===== config.mk =====
export PLATFORM = sky130hd
export DESIGN_NAME = letter_tx_scheduler_flat
export DESIGN_NICKNAME = d
export VERILOG_FILES = /design/src/rtl/letter_sched_pkg.sv /design/src/rtl/letter_tx_scheduler_if.sv /design/src/rtl/sched_timer.sv /design/src/rtl/letter_tx_scheduler.sv /design/src/flat_wrapper.sv
export SDC_FILE = /design/constraint.sdc
export NUM_CORES = 1
export LEC_CHECK = 0
export BUFFER_PORTS_ARGS = -buffer_cell sky130_fd_sc_hd__buf_4
export CORE_ASPECT_RATIO = 1.1
export CORE_UTILIZATION = 30
export CTS_CLUSTER_SIZE = 20
export DETAILED_ROUTE_END_ITERATION = 8
export GPL_TIMING_DRIVEN = 0
export PLACE_DENSITY = 0.47
export SLEW_MARGIN = 20
export SYNTH_ARGS = -nofsm -noshare
export SYNTH_HDL_FRONTEND = slang
export SYNTH_SLANG_ARGS = --single-unit
export TNS_END_PERCENT = 10

===== constraint.sdc =====
create_clock -name clk_in -period 2.6 [get_ports clk_in]
set_clock_uncertainty 0.15 [all_clocks]
set_input_delay 0.26 -clock clk_in [delete_from_list [all_inputs] [get_ports clk_in]]
set_output_delay 0.26 -clock clk_in [all_outputs]
set_load 0.01 [all_outputs]

===== src/rtl/letter_sched_pkg.sv =====
// rtl/letter_sched_pkg.sv - shared types and helpers for the letter transmit scheduler
package letter_sched_pkg;

    localparam int LETTER_W = 5;

    typedef enum logic [2:0] {
        IDLE,
        READ,
        ISSUE,
        WAIT_BUSY,
        WAIT_DONE,
        GAP
    } sched_state_t;

    function automatic int max3(input int a, input int b, input int c);
        int m;
        m = (a > b) ? a : b;
        return (m > c) ? m : c;
    endfunction

endpackage


===== src/rtl/letter_tx_scheduler_if.sv =====
// rtl/letter_tx_scheduler_if.sv - encoder, BRAM and transmitter signals of the letter scheduler
interface letter_tx_scheduler_if #(
    parameter int DATA_W = 5,
    parameter int ADDR_W = 10,
    parameter int CNT_W  = 10
);
    logic              flush_in;
    logic              enc_valid_in;
    logic [DATA_W-1:0] enc_data_in;
    logic              wr_en_out;
    logic [ADDR_W-1:0] wr_addr_out;
    logic [DATA_W-1:0] wr_data_out;
    logic [ADDR_W-1:0] rd_addr_out;
    logic [DATA_W-1:0] rd_data_in;
    logic              tx_busy_in;
    logic              tx_valid_out;
    logic [DATA_W-1:0] tx_data_out;
    logic [CNT_W-1:0]  count_out;
    logic              empty_out;
    logic              full_out;
    logic              overflow_out;

    modport master (
        input  flush_in, enc_valid_in, enc_data_in, rd_data_in, tx_busy_in,
        output wr_en_out, wr_addr_out, wr_data_out, rd_addr_out,
               tx_valid_out, tx_data_out, count_out, empty_out, full_out, overflow_out
    );

    modport slave (
        output flush_in, enc_valid_in, enc_data_in, rd_data_in, tx_busy_in,
        input  wr_en_out, wr_addr_out, wr_data_out, rd_addr_out,
               tx_valid_out, tx_data_out, count_out, empty_out, full_out, overflow_out
    );
endinterface


===== src/rtl/sched_timer.sv =====
// rtl/sched_timer.sv - loadable down-counter, done while the count sits at zero
module sched_timer #(
    parameter int W = 4
) (
    input  logic         clk_in,
    input  logic         rst_in,
    input  logic         load,
    input  logic [W-1:0] load_value,
    output logic         done
);
    logic [W-1:0] cnt;

    always_ff @(posedge clk_in or posedge rst_in) begin
        if (rst_in) begin
            cnt <= '0;
        end else if (load) begin
            cnt <= load_value;
        end else if (cnt != '0) begin
            cnt <= cnt - W'(1);
        end
    end

    assign done = (cnt == '0);
endmodule


===== src/rtl/letter_tx_scheduler.sv =====
// rtl/letter_tx_scheduler.sv - circular letter buffer control and paced hand-off to the IR transmitter
module letter_tx_scheduler
    import letter_sched_pkg::*;
#(
    parameter int DATA_W       = LETTER_W,
    parameter int DEPTH        = 1000,
    parameter int ADDR_W       = 10,
    parameter int READ_LATENCY = 2,
    parameter int GAP_CYCLES   = 100000,
    parameter int BUSY_WAIT    = 16
) (
    input  logic                  clk_in,
    input  logic                  rst_in,
    letter_tx_scheduler_if.master bus
);
    localparam int CNT_W = $clog2(DEPTH + 1);
    localparam int T_MAX = max3(max3(READ_LATENCY, GAP_CYCLES, BUSY_WAIT), 1, 1);
    localparam int T_W   = $clog2(T_MAX + 1);

    localparam logic [T_W-1:0]    RD_LOAD  = T_W'(READ_LATENCY - 1);
    localparam logic [T_W-1:0]    BW_LOAD  = T_W'(BUSY_WAIT - 1);
    localparam logic [T_W-1:0]    GAP_LOAD = T_W'((GAP_CYCLES > 0) ? GAP_CYCLES - 1 : 0);
    localparam logic [ADDR_W-1:0] PTR_LAST = ADDR_W'(DEPTH - 1);
    localparam logic [CNT_W-1:0]  CNT_FULL = CNT_W'(DEPTH);

    sched_state_t      state;
    logic              prev_valid;
    logic              wr_en;
    logic [DATA_W-1:0] wr_data;
    logic [ADDR_W-1:0] wr_ptr;
    logic [ADDR_W-1:0] rd_ptr;
    logic [CNT_W-1:0]  count;
    logic              overflow;
    logic              tx_valid_q;
    logic [DATA_W-1:0] tx_data;

    logic              enc_edge;
    logic              full;
    logic              start;
    logic              issue_fire;
    logic              t_load;
    logic [T_W-1:0]    t_val;
    logic              t_done;

    function automatic logic [ADDR_W-1:0] ptr_next(input logic [ADDR_W-1:0] p);
        return (p == PTR_LAST) ? '0 : p + ADDR_W'(1);
    endfunction

    assign enc_edge   = bus.enc_valid_in & ~prev_valid;
    assign full       = (count == CNT_FULL);
    // Flush blocks the start so a READ can never begin on a count being cleared.
    assign start      = (state == IDLE) && (count != '0) && !bus.tx_busy_in && !bus.flush_in;
    assign issue_fire = (state == ISSUE) && !bus.flush_in;

    always_comb begin
        t_load = 1'b0;
        t_val  = RD_LOAD;
        case (state)
            IDLE: begin
                t_load = start;
                t_val  = RD_LOAD;
            end
            ISSUE: begin
                t_load = 1'b1;
                t_val  = BW_LOAD;
            end
            WAIT_BUSY: begin
                t_load = !bus.tx_busy_in && t_done;
                t_val  = GAP_LOAD;
            end
            WAIT_DONE: begin
                t_load = !bus.tx_busy_in;
                t_val  = GAP_LOAD;
            end
            default: ;
        endcase
    end

    sched_timer #(.W(T_W)) u_timer (
        .clk_in     (clk_in),
        .rst_in     (rst_in),
        .load       (t_load),
        .load_value (t_val),
        .done       (t_done)
    );

    // A write is committed on the edge that ends its wr_en cycle, together with the BRAM write.
    always_ff @(posedge clk_in or posedge rst_in) begin
        if (rst_in) begin
            prev_valid <= 1'b0;
            wr_en      <= 1'b0;
            wr_data    <= '0;
            wr_ptr     <= '0;
            rd_ptr     <= '0;
            count      <= '0;
            overflow   <= 1'b0;
        end else begin
            prev_valid <= bus.enc_valid_in;
            wr_en      <= enc_edge && !full && !bus.flush_in;
            if (enc_edge && !full && !bus.flush_in) begin
                wr_data <= bus.enc_data_in;
            end
            if (bus.flush_in) begin
                wr_ptr   <= '0;
                rd_ptr   <= '0;
                count    <= '0;
                overflow <= 1'b0;
            end else begin
                if (wr_en) begin
                    wr_ptr <= ptr_next(wr_ptr);
                end
                if (issue_fire) begin
                    rd_ptr <= ptr_next(rd_ptr);
                end
                count <= count + CNT_W'(wr_en) - CNT_W'(issue_fire);
                if (enc_edge && full) begin
                    overflow <= 1'b1;
                end
            end
        end
    end

    always_ff @(posedge clk_in or posedge rst_in) begin
        if (rst_in) begin
            state      <= IDLE;
            tx_valid_q <= 1'b0;
            tx_data    <= '0;
        end else begin
            tx_valid_q <= 1'b0;
            case (state)
                IDLE: begin
                    if (start) begin
                        state <= READ;
                    end
                end
                READ: begin
                    if (bus.flush_in) begin
                        state <= IDLE;
                    end else if (t_done) begin
                        tx_data    <= bus.rd_data_in;
                        tx_valid_q <= 1'b1;
                        state      <= ISSUE;
                    end
                end
                ISSUE: begin
                    state <= bus.flush_in ? IDLE : WAIT_BUSY;
                end
                WAIT_BUSY: begin
                    if (bus.tx_busy_in) begin
                        state <= WAIT_DONE;
                    end else if (t_done) begin
                        state <= GAP;
                    end
                end
                WAIT_DONE: begin
                    if (!bus.tx_busy_in) begin
                        state <= GAP;
                    end
                end
                GAP: begin
                    if (t_done) begin
                        state <= IDLE;
                    end
                end
                default: state <= IDLE;
            endcase
        end
    end

    // rd_ptr is stable from the IDLE decision through READ, so the BRAM sees the address a cycle early.
    assign bus.rd_addr_out  = rd_ptr;
    assign bus.wr_en_out    = wr_en;
    assign bus.wr_addr_out  = wr_ptr;
    assign bus.wr_data_out  = wr_data;
    assign bus.tx_valid_out = tx_valid_q & ~bus.flush_in;
    assign bus.tx_data_out  = tx_data;
    assign bus.count_out    = count;
    assign bus.empty_out    = (count == '0);
    assign bus.full_out     = full;
    assign bus.overflow_out = overflow;
endmodule

===== src/flat_wrapper.sv =====
// flat-port wrapper written by rule: the top's interface ports become plain ports
module letter_tx_scheduler_flat import letter_sched_pkg::*;
#(
    parameter int DATA_W       = LETTER_W,
    parameter int DEPTH        = 1000,
    parameter int ADDR_W       = 10,
    parameter int READ_LATENCY = 2,
    parameter int GAP_CYCLES   = 100000,
    parameter int BUSY_WAIT    = 16
)
  (clk_in, rst_in, bus_flush_in, bus_enc_valid_in, bus_enc_data_in, bus_rd_data_in, bus_tx_busy_in, bus_wr_en_out, bus_wr_addr_out, bus_wr_data_out, bus_rd_addr_out, bus_tx_valid_out, bus_tx_data_out, bus_count_out, bus_empty_out, bus_full_out, bus_overflow_out);
  letter_tx_scheduler_if #(.DATA_W(DATA_W), .ADDR_W(ADDR_W)) bus_i ();
  input  logic clk_in;
  input  logic rst_in;
  input wire logic [$bits(bus_i.flush_in)-1:0] bus_flush_in;
  input wire logic [$bits(bus_i.enc_valid_in)-1:0] bus_enc_valid_in;
  input wire logic [$bits(bus_i.enc_data_in)-1:0] bus_enc_data_in;
  input wire logic [$bits(bus_i.rd_data_in)-1:0] bus_rd_data_in;
  input wire logic [$bits(bus_i.tx_busy_in)-1:0] bus_tx_busy_in;
  output wire logic [$bits(bus_i.wr_en_out)-1:0] bus_wr_en_out;
  output wire logic [$bits(bus_i.wr_addr_out)-1:0] bus_wr_addr_out;
  output wire logic [$bits(bus_i.wr_data_out)-1:0] bus_wr_data_out;
  output wire logic [$bits(bus_i.rd_addr_out)-1:0] bus_rd_addr_out;
  output wire logic [$bits(bus_i.tx_valid_out)-1:0] bus_tx_valid_out;
  output wire logic [$bits(bus_i.tx_data_out)-1:0] bus_tx_data_out;
  output wire logic [$bits(bus_i.count_out)-1:0] bus_count_out;
  output wire logic [$bits(bus_i.empty_out)-1:0] bus_empty_out;
  output wire logic [$bits(bus_i.full_out)-1:0] bus_full_out;
  output wire logic [$bits(bus_i.overflow_out)-1:0] bus_overflow_out;
  assign bus_i.flush_in = bus_flush_in;
  assign bus_i.enc_valid_in = bus_enc_valid_in;
  assign bus_i.enc_data_in = bus_enc_data_in;
  assign bus_i.rd_data_in = bus_rd_data_in;
  assign bus_i.tx_busy_in = bus_tx_busy_in;
  assign bus_wr_en_out = bus_i.wr_en_out;
  assign bus_wr_addr_out = bus_i.wr_addr_out;
  assign bus_wr_data_out = bus_i.wr_data_out;
  assign bus_rd_addr_out = bus_i.rd_addr_out;
  assign bus_tx_valid_out = bus_i.tx_valid_out;
  assign bus_tx_data_out = bus_i.tx_data_out;
  assign bus_count_out = bus_i.count_out;
  assign bus_empty_out = bus_i.empty_out;
  assign bus_full_out = bus_i.full_out;
  assign bus_overflow_out = bus_i.overflow_out;
  letter_tx_scheduler #(.DATA_W(DATA_W), .DEPTH(DEPTH), .ADDR_W(ADDR_W), .READ_LATENCY(READ_LATENCY), .GAP_CYCLES(GAP_CYCLES), .BUSY_WAIT(BUSY_WAIT)) u_core (.clk_in(clk_in), .rst_in(rst_in), .bus(bus_i));
endmodule

==> flow_metrics.tcl, run 1 <==
set metrics [dict create \
    status "finished with violations" \
    violations "negative setup slack" \
    crit_required_ns 2.66 \
    core-area_um2 11600 \
    vias_per_cell 4.93 \
    insertion_delay_ns 0.33 \
    min_to "u_core.bus.tx_data_out[1]" \
    nets 492 \
    clk_path_buf_depth 2 \
    reg2regPathDepth 8 \
    vdd.ir_drop.worst_mv 0.449 \
    ctsHtreeMaxLevel 3 \
    dpl.hpwl_mm 6.21 \
    area_growth_pct 32.7 \
    initialDrtViolationCount 92 \
    fp.dieH_um 117 \
    hold_viol_final 0 \
    io_pins 60 \
    synthFlopType "dfrtp_1" \
    drive_gt1_share_pct 26.4 \
    r2r_start "u_core.u_timer.cnt[0]" \
    critPathKind "reg2reg" \
    crit_path_max_fanout 5 \
    crit_arrival_ns 2.75 \
    cts_buffers 9 \
    cts-root-buf "clkbuf_16" \
    cts_num_sinks 64 \
    layout_setup_ws_ns -0.0813 \
    wirelength_mm 8.82 \
    async_reset_ff_share_pct 100 \
    start_util_pct 31.1 \
    wire_per_inst_um 14.5 \
    total_leakage_power_uw 0.00219 \
    setup_tns_ns -0.450 \
    maxSlewViolCount 0 \
    fin_hold_ws_ns 0.0136 \
    rsz0062_at_grt "true" \
    finalSetupViolations 6 \
    port_buffers 59 \
    ys_ff_latch 64 \
    fin_crit_ns 2.68 \
    crit-reg2reg-capture "u_core.bus.tx_data_out[0]" \
    die_w_um 107 \
    dieArea_um2 12500 \
    fin_cells 609 \
    num-fill-cells 1182 \
    placed_cells 578 \
    rows 41 \
    synth_edf_count 0 \
    synth_nets 406 \
    synth_area_um2 3610 \
    dr.pass1.iters 4 \
    grt_usage_pct 14.9 \
    yosysSeqAreaShare_pct 44.4 \
    holdPathStages 2 \
    max-cap-violations 0 \
    holdCritPathClass "in2reg" \
    grt_start_max_net_pins 46 \
    antenna_cells 0 \
    synth_cell_types 58 \
    total_power_uw 4090 \
    slew_headroom_pct 57.3 \
    power_density_nw_per_um2 853 \
    routabilityCongestion 0.769 \
    fin_crit_sh_pct 103 \
    hp-start "bus_rd_data_in[1]" \
    tritoncts "yes" \
    tightest_slew_ns 0.638 \
    r2r_slack_ns -0.08 \
    path_clk_slew_ns 0.05 \
    synth_cells 368 \
    grt_pass1_vias 2891 \
    grt_pass1_wl_mm 14.3 \
    gr-total-overflow 0 \
    final_antenna_net_count 0 \
    fmax_ghz 0.373 \
    drc 0 \
    cp-end-kind "register" \
    vias 3000 \
    antenna_found_initial 0 \
    avgSynthCellArea_um2 9.81 \
    worstSetupStartpointType "register" \
    yosys_warnings 0 \
]
==> state kept, by name, indices dropped and copies added (netlist names), 3 cells and up <==
name,flops
u_core.bus.wr_data_out,5
u_core.state,3
u_core.u_timer.cnt,17
u_core.bus.tx_data_out,5
u_core.bus.rd_addr_out,10
u_core.bus.count_out,10
u_core.bus.wr_addr_out,10
==> metrics by stage <==
step	worst slack [ns]	area (um2)	utilization (%)
final	-0.0813	4790	41.3
after detailed placement	-0.401	4280	36.9
after floorplan	-0.00571	3620	-
after global placement	-0.444	4250	36.7
after CTS	-0.158	4670	40.2
after global routing	-0.171	4790	41.3
==> metal layers <==
layer / GRT usage (%) / share of wire [%]
met1: 18.7 / 47
met4: 8.13 / 2.0
met3: 2.66 / 2.5
met2: 24.5 / 48
met5: 0 / 0
==> placed cells by master, fill, tap and decap left out, drive strengths merged, types with 6 or more instances in the layout <==
master,netlist,routed
dlygate4sd3,0,6
dfrtp,64,64
nand3,12,12
nand4,6,6
mux2,10,10
nor3,9,9
nor2,47,47
nor2b,6,6
nor4,7,7
o31ai,8,8
a21oi,12,12
buf,1,71
xnor2,16,16
ha,22,22
clkbuf,7,19
o21ai,23,23
inv,23,23
nand2,30,30
xor2,11,11
==> Yosys cell counts, types with 2 or more instances <==
cell type,count,area [um2]
or3_1,2,12.5
a41o_1,2,20.0
mux2_2,5,56.3
nor4_1,5,31.3
inv_1,23,86.3
nand2_1,30,113
nand3_1,11,55.1
nand4_1,6,37.5
nand2b_1,2,12.5
or2_2,3,18.8
o21bai_1,2,15.0
and3_1,4,25.0
xnor2_1,16,140
o211ai_1,2,15.0
mux2_4,5,75.1
nor4_4,2,42.5
nor2b_1,6,37.5
o31ai_1,8,60.1
o21ai_0,23,115
a31oi_1,5,31.3
a21oi_1,12,60.1
nand3b_1,2,15.0
clkbuf_1,6,22.5
nor3_1,9,45.0
nor3b_1,3,22.5
nor2_1,47,176
ha_1,22,275
o22ai_1,2,12.5
dfrtp_1,64,1600
xor2_1,11,96.3
==> logic make-up (layout without fill, tap and decap cells) <==
family                     after synthesis  count (layout)  share of synthesized area, %
muxes                                   10              10                          3.64
and+or+nand+nor                        144             144                          21.4
xor gates and xnor gates                27              27                          6.55
DFF                                     64              64                          44.4
AOI/OAI and AO/OA                       69              69                          12.2
buffers and inverters                   31             122                          3.71
adders and majority gates               23              23                          8.18
==> repair_timing <==
item,4_1_cts,5_1_grt
gates resized for setup,8,9
endpoints found under the hold margin,23,1
setup buffers,0,9
setup endpoints to repair,16,15
hold buffers,5,1
cloned,0,0
pin swaps,0,8
==> final cells by class <==
cell class	count	area (um2)	area share [%]
clock buffers	13	260	5.43
flip-flops and latches	64	1600	33.4
inverters	23	88.8	1.85
multi-input cells	273	1950	40.7
well taps	150	188	3.92
repair buffers	75	611	12.7
clock inverters	3	40.0	0.836
plain buffers	8	55.1	1.15
==> worst max-delay path, cell delays in order (launching register included) <==
cell	delay (ns)
dfrtp_1	0.42
inv_2	0.09
ha_1	0.14
or4b_4	0.47
nor4_4	0.35
nand3_4	0.15
or3_4	0.36
buf_6	0.14
mux2_4	0.29
==> worst max-delay path by stage <==
stage                                           end  cells after the start                  start  slack, ns
final                     u_core.bus.tx_data_out[0]                      8  u_core.u_timer.cnt[0]      -0.08
after global routing      u_core.bus.tx_data_out[0]                      8  u_core.u_timer.cnt[0]      -0.17
after CTS                 u_core.bus.tx_data_out[0]                      8  u_core.u_timer.cnt[0]      -0.16
after detailed placement    u_core.bus.count_out[8]                     11        u_core.state[1]      -0.40
after global placement    u_core.bus.rd_addr_out[8]                      2                 rst_in      -0.44
after floorplan             u_core.bus.count_out[8]                     11        u_core.state[1]     -0.006
==> power breakdown <==
group	internal [uW]	switching, uW	total [uW]
Combinational	661	785	1450
Clock	792	436	1230
Sequential	1200	219	1420
No activity file was read; power rests on OpenSTA's default activity.
==> inputs of run 2 (changes only) <==
--- a/config.mk
+++ b/config.mk
@@ -11,7 +11,7 @@
 export CTS_CLUSTER_SIZE = 20
 export DETAILED_ROUTE_END_ITERATION = 8
 export GPL_TIMING_DRIVEN = 0
-export PLACE_DENSITY = 0.47
+export MAX_ROUTING_LAYER = met4
 export SLEW_MARGIN = 20
 export SYNTH_ARGS = -nofsm -noshare
 export SYNTH_HDL_FRONTEND = slang
==> constraint.sdc (replaced) <==
create_clock -name clk_in -period 2.6 [get_ports clk_in]
set_clock_uncertainty 0.15 [all_clocks]
set_input_delay 0.39 -clock clk_in [delete_from_list [all_inputs] [get_ports clk_in]]
set_output_delay 0.39 -clock clk_in [all_outputs]
set_load 0.01 [all_outputs]
==> run 2 against run 1 <==
The run still ends with negative setup slack left. Non-clock buffer count fell by 3. Cell area is 0.47% lower. Sequential cell count is the same. Via count decreased by 0.33%. Register-to-register slack gained 0.03 ns. Clock-buffer cell count is 3 lower. Critical path depth decreased by 1. Largest power group unchanged. Utilization shrank 0.19 points. Largest cell class unchanged. Wire length decreased by 7.4%. Global-route usage fell by 0.51 points. Maximum frequency up 1.0%.
==> flow_metrics.tcl, run 2 (synthesized netlist as in run 1, its figures left out) <==
set metrics [dict create \
    tritoncts "yes" \
    nets 489 \
    vdd.ir_drop.worst_mv 0.471 \
    fin_crit_ns 2.65 \
    regArea_um2 1600 \
    ctsHtreeMaxLevel 3 \
    port_buffers 59 \
    start_util_pct 31.1 \
    hold_viol_final 0 \
    routabilityCongestion 0.805 \
    vias_per_cell 4.93 \
    io_pins 60 \
    fin_crit_sh_pct 102 \
    initialDrtViolationCount 140 \
    area_growth_pct 32.1 \
    path_clk_slew_ns 0.06 \
    crit_slowest_cell "or4b_4" \
    status "finished with violations" \
    clk_path_buf_depth 2 \
    layout_common_cells "buf_4 (72), dfrtp_1 (63), nor2_1 (47)" \
    grt_start_max_net_pins 36 \
    wl_met3_um 259 \
    gr-total-overflow 0 \
    antenna_cells 0 \
    placed_cells 578 \
    wirelength_mm 8.17 \
    r2r_start "u_core.u_timer.cnt[0]" \
    dr.pass1.iters 4 \
    finalSetupViolations 6 \
    fp.dieH_um 117 \
    met1Wirelength_mm 3.87 \
    cp-end-kind "register" \
    dpl.hpwl_mm 5.92 \
    critPathKind "reg2reg" \
    largest_register_ff_count 17 \
    die_w_um 107 \
    holdCritPathClass "in2reg" \
    regMostFlops "u_core.u_timer.cnt" \
    total_leakage_power_uw 0.00217 \
    drive_gt1_share_pct 27.4 \
    crit_path_start "u_core.u_timer.cnt[0]" \
    core-area_um2 11600 \
    cts_buffers 9 \
    final_area_um2 4770 \
    crit_path_max_fanout 6 \
    insertion_delay_ns 0.33 \
    fmax_ghz 0.377 \
    cts-root-buf "clkbuf_16" \
    r2r_slack_ns -0.05 \
    total_power_uw 4200 \
    power_density_nw_per_um2 880 \
    crit-reg2reg-capture "u_core.bus.tx_data_out[0]" \
    fin_hold_ws_ns 0.0316 \
    antenna_found_initial 0 \
    worstSetupStartpointType "register" \
    wire_per_inst_um 13.5 \
    top_layer_used "met4" \
    met2_length_mm 3.99 \
    slew_headroom_pct 60.0 \
    rsz0062_at_grt "true" \
    num-fill-cells 1151 \
    dieArea_um2 12500 \
    tightest_slew_ns 0.599 \
    reg2regPathDepth 7 \
    vias 2990 \
    cts_num_sinks 64 \
    multiInputGateArea_um2 1970 \
    max-cap-violations 0 \
    grt_usage_pct 14.4 \
    place_area_um2 4270 \
    cp_cell_sequence "inv_2 -> ha_1 -> or4b_4 -> nor4_4 -> nand3_4 -> or3_4 -> mux2_4" \
    layout_setup_ws_ns -0.0548 \
    grt_pass1_vias 2878 \
    final_antenna_net_count 0 \
    violations "negative setup slack" \
    layout_commonest_cell "buf_4" \
    maxSlewViolCount 0 \
    fin_cells 606 \
    post-place-ws_ns -0.438 \
    cpPeakStageDelay_ns 0.48 \
    rows 41 \
    crit_arrival_ns 2.72 \
    endpoint "u_core.bus.tx_data_out[0]" \
    drc 0 \
    crit_required_ns 2.66 \
    grt_pass1_wl_mm 13.8 \
]
-- run 2: cell types whose count changed in the layout (fill, tap and decap cells not counted), moves of 2 or more --
cell | before | now
buf_4 | 67 | 72
dlygate4sd3_1 | 6 | 1
buf_6 | 2 | 0
clkbuf_8 | 3 | 1
clkinv_2 | 2 | 0
clkinvlp_4 | 0 | 2
-- run 2: critical path, delay by kind of cell, from the launching register on --
family,cells,cell delay [ns]
simple gates,4,1.46
flops,1,0.40
mux,1,0.32
fa+ha+maj,1,0.14
buf+inv,1,0.08
-- run 2: area by class of cell --
class                   instances  share of cell area (%)
inverters                      23                    1.86
flip-flops and latches         64                    33.6
well taps                     150                    3.93
clock buffers                  10                    4.80
repair buffers                 74                    12.0
multi-input cells             273                    41.2
plain buffers                   6                   0.682
clock inverters                 6                    1.94
-- run 2: worst min path at each step --
stage | startpoint | endpoint | slack [ns] | cells after the start
6_report | bus_enc_valid_in | u_core.prev_valid | 0.03 | 1
3_5_place_dp | rst_in | u_core.bus.tx_data_out[4] | 0.26 | 2
4_1_cts | bus_enc_valid_in | u_core.prev_valid | 0.02 | 1
2_1_floorplan | bus_enc_valid_in | u_core.prev_valid | 0.27 | 0
3_3_place_gp | u_core.bus.wr_data_out[0] | u_core.bus.wr_data_out[0] | 0.34 | 1
5_1_grt | bus_enc_valid_in | u_core.prev_valid | 0.02 | 1
-- run 2: what timing repair did --
| action | 4_1_cts | 5_1_grt |
|---|---|---|
| cloned | 0 | 0 |
| resized for setup | 8 | 9 |
| hold endpoints to repair | 29 | 0 |
| buffers inserted | 1 | 12 |
| endpoints found under the setup margin | 16 | 15 |
| pin swaps | 1 | 9 |
| hold buffers | 1 | 0 |
-- run 2: per-stage QoR --
stage / util, % / TNS, ns
6_report: 41.1 / -0.294
3_5_place_dp: 36.8 / -3.59
3_3_place_gp: 36.7 / -32.39
4_1_cts: 40.1 / -0.604
2_1_floorplan: - / -0.00571
5_1_grt: 41.1 / -0.900
-- run 2: metal layers --
layer	up-vias	global-route usage, %
li1	1478	-
met1	1455	17.4
met2	53	23.7
met3	4	3.60
met4	0	4.29
met5	-	-
-- run 2: report_power, final --
group	internal, uW	switching, uW
Combinational	690	816
Clock	843	438
Sequential	1200	214
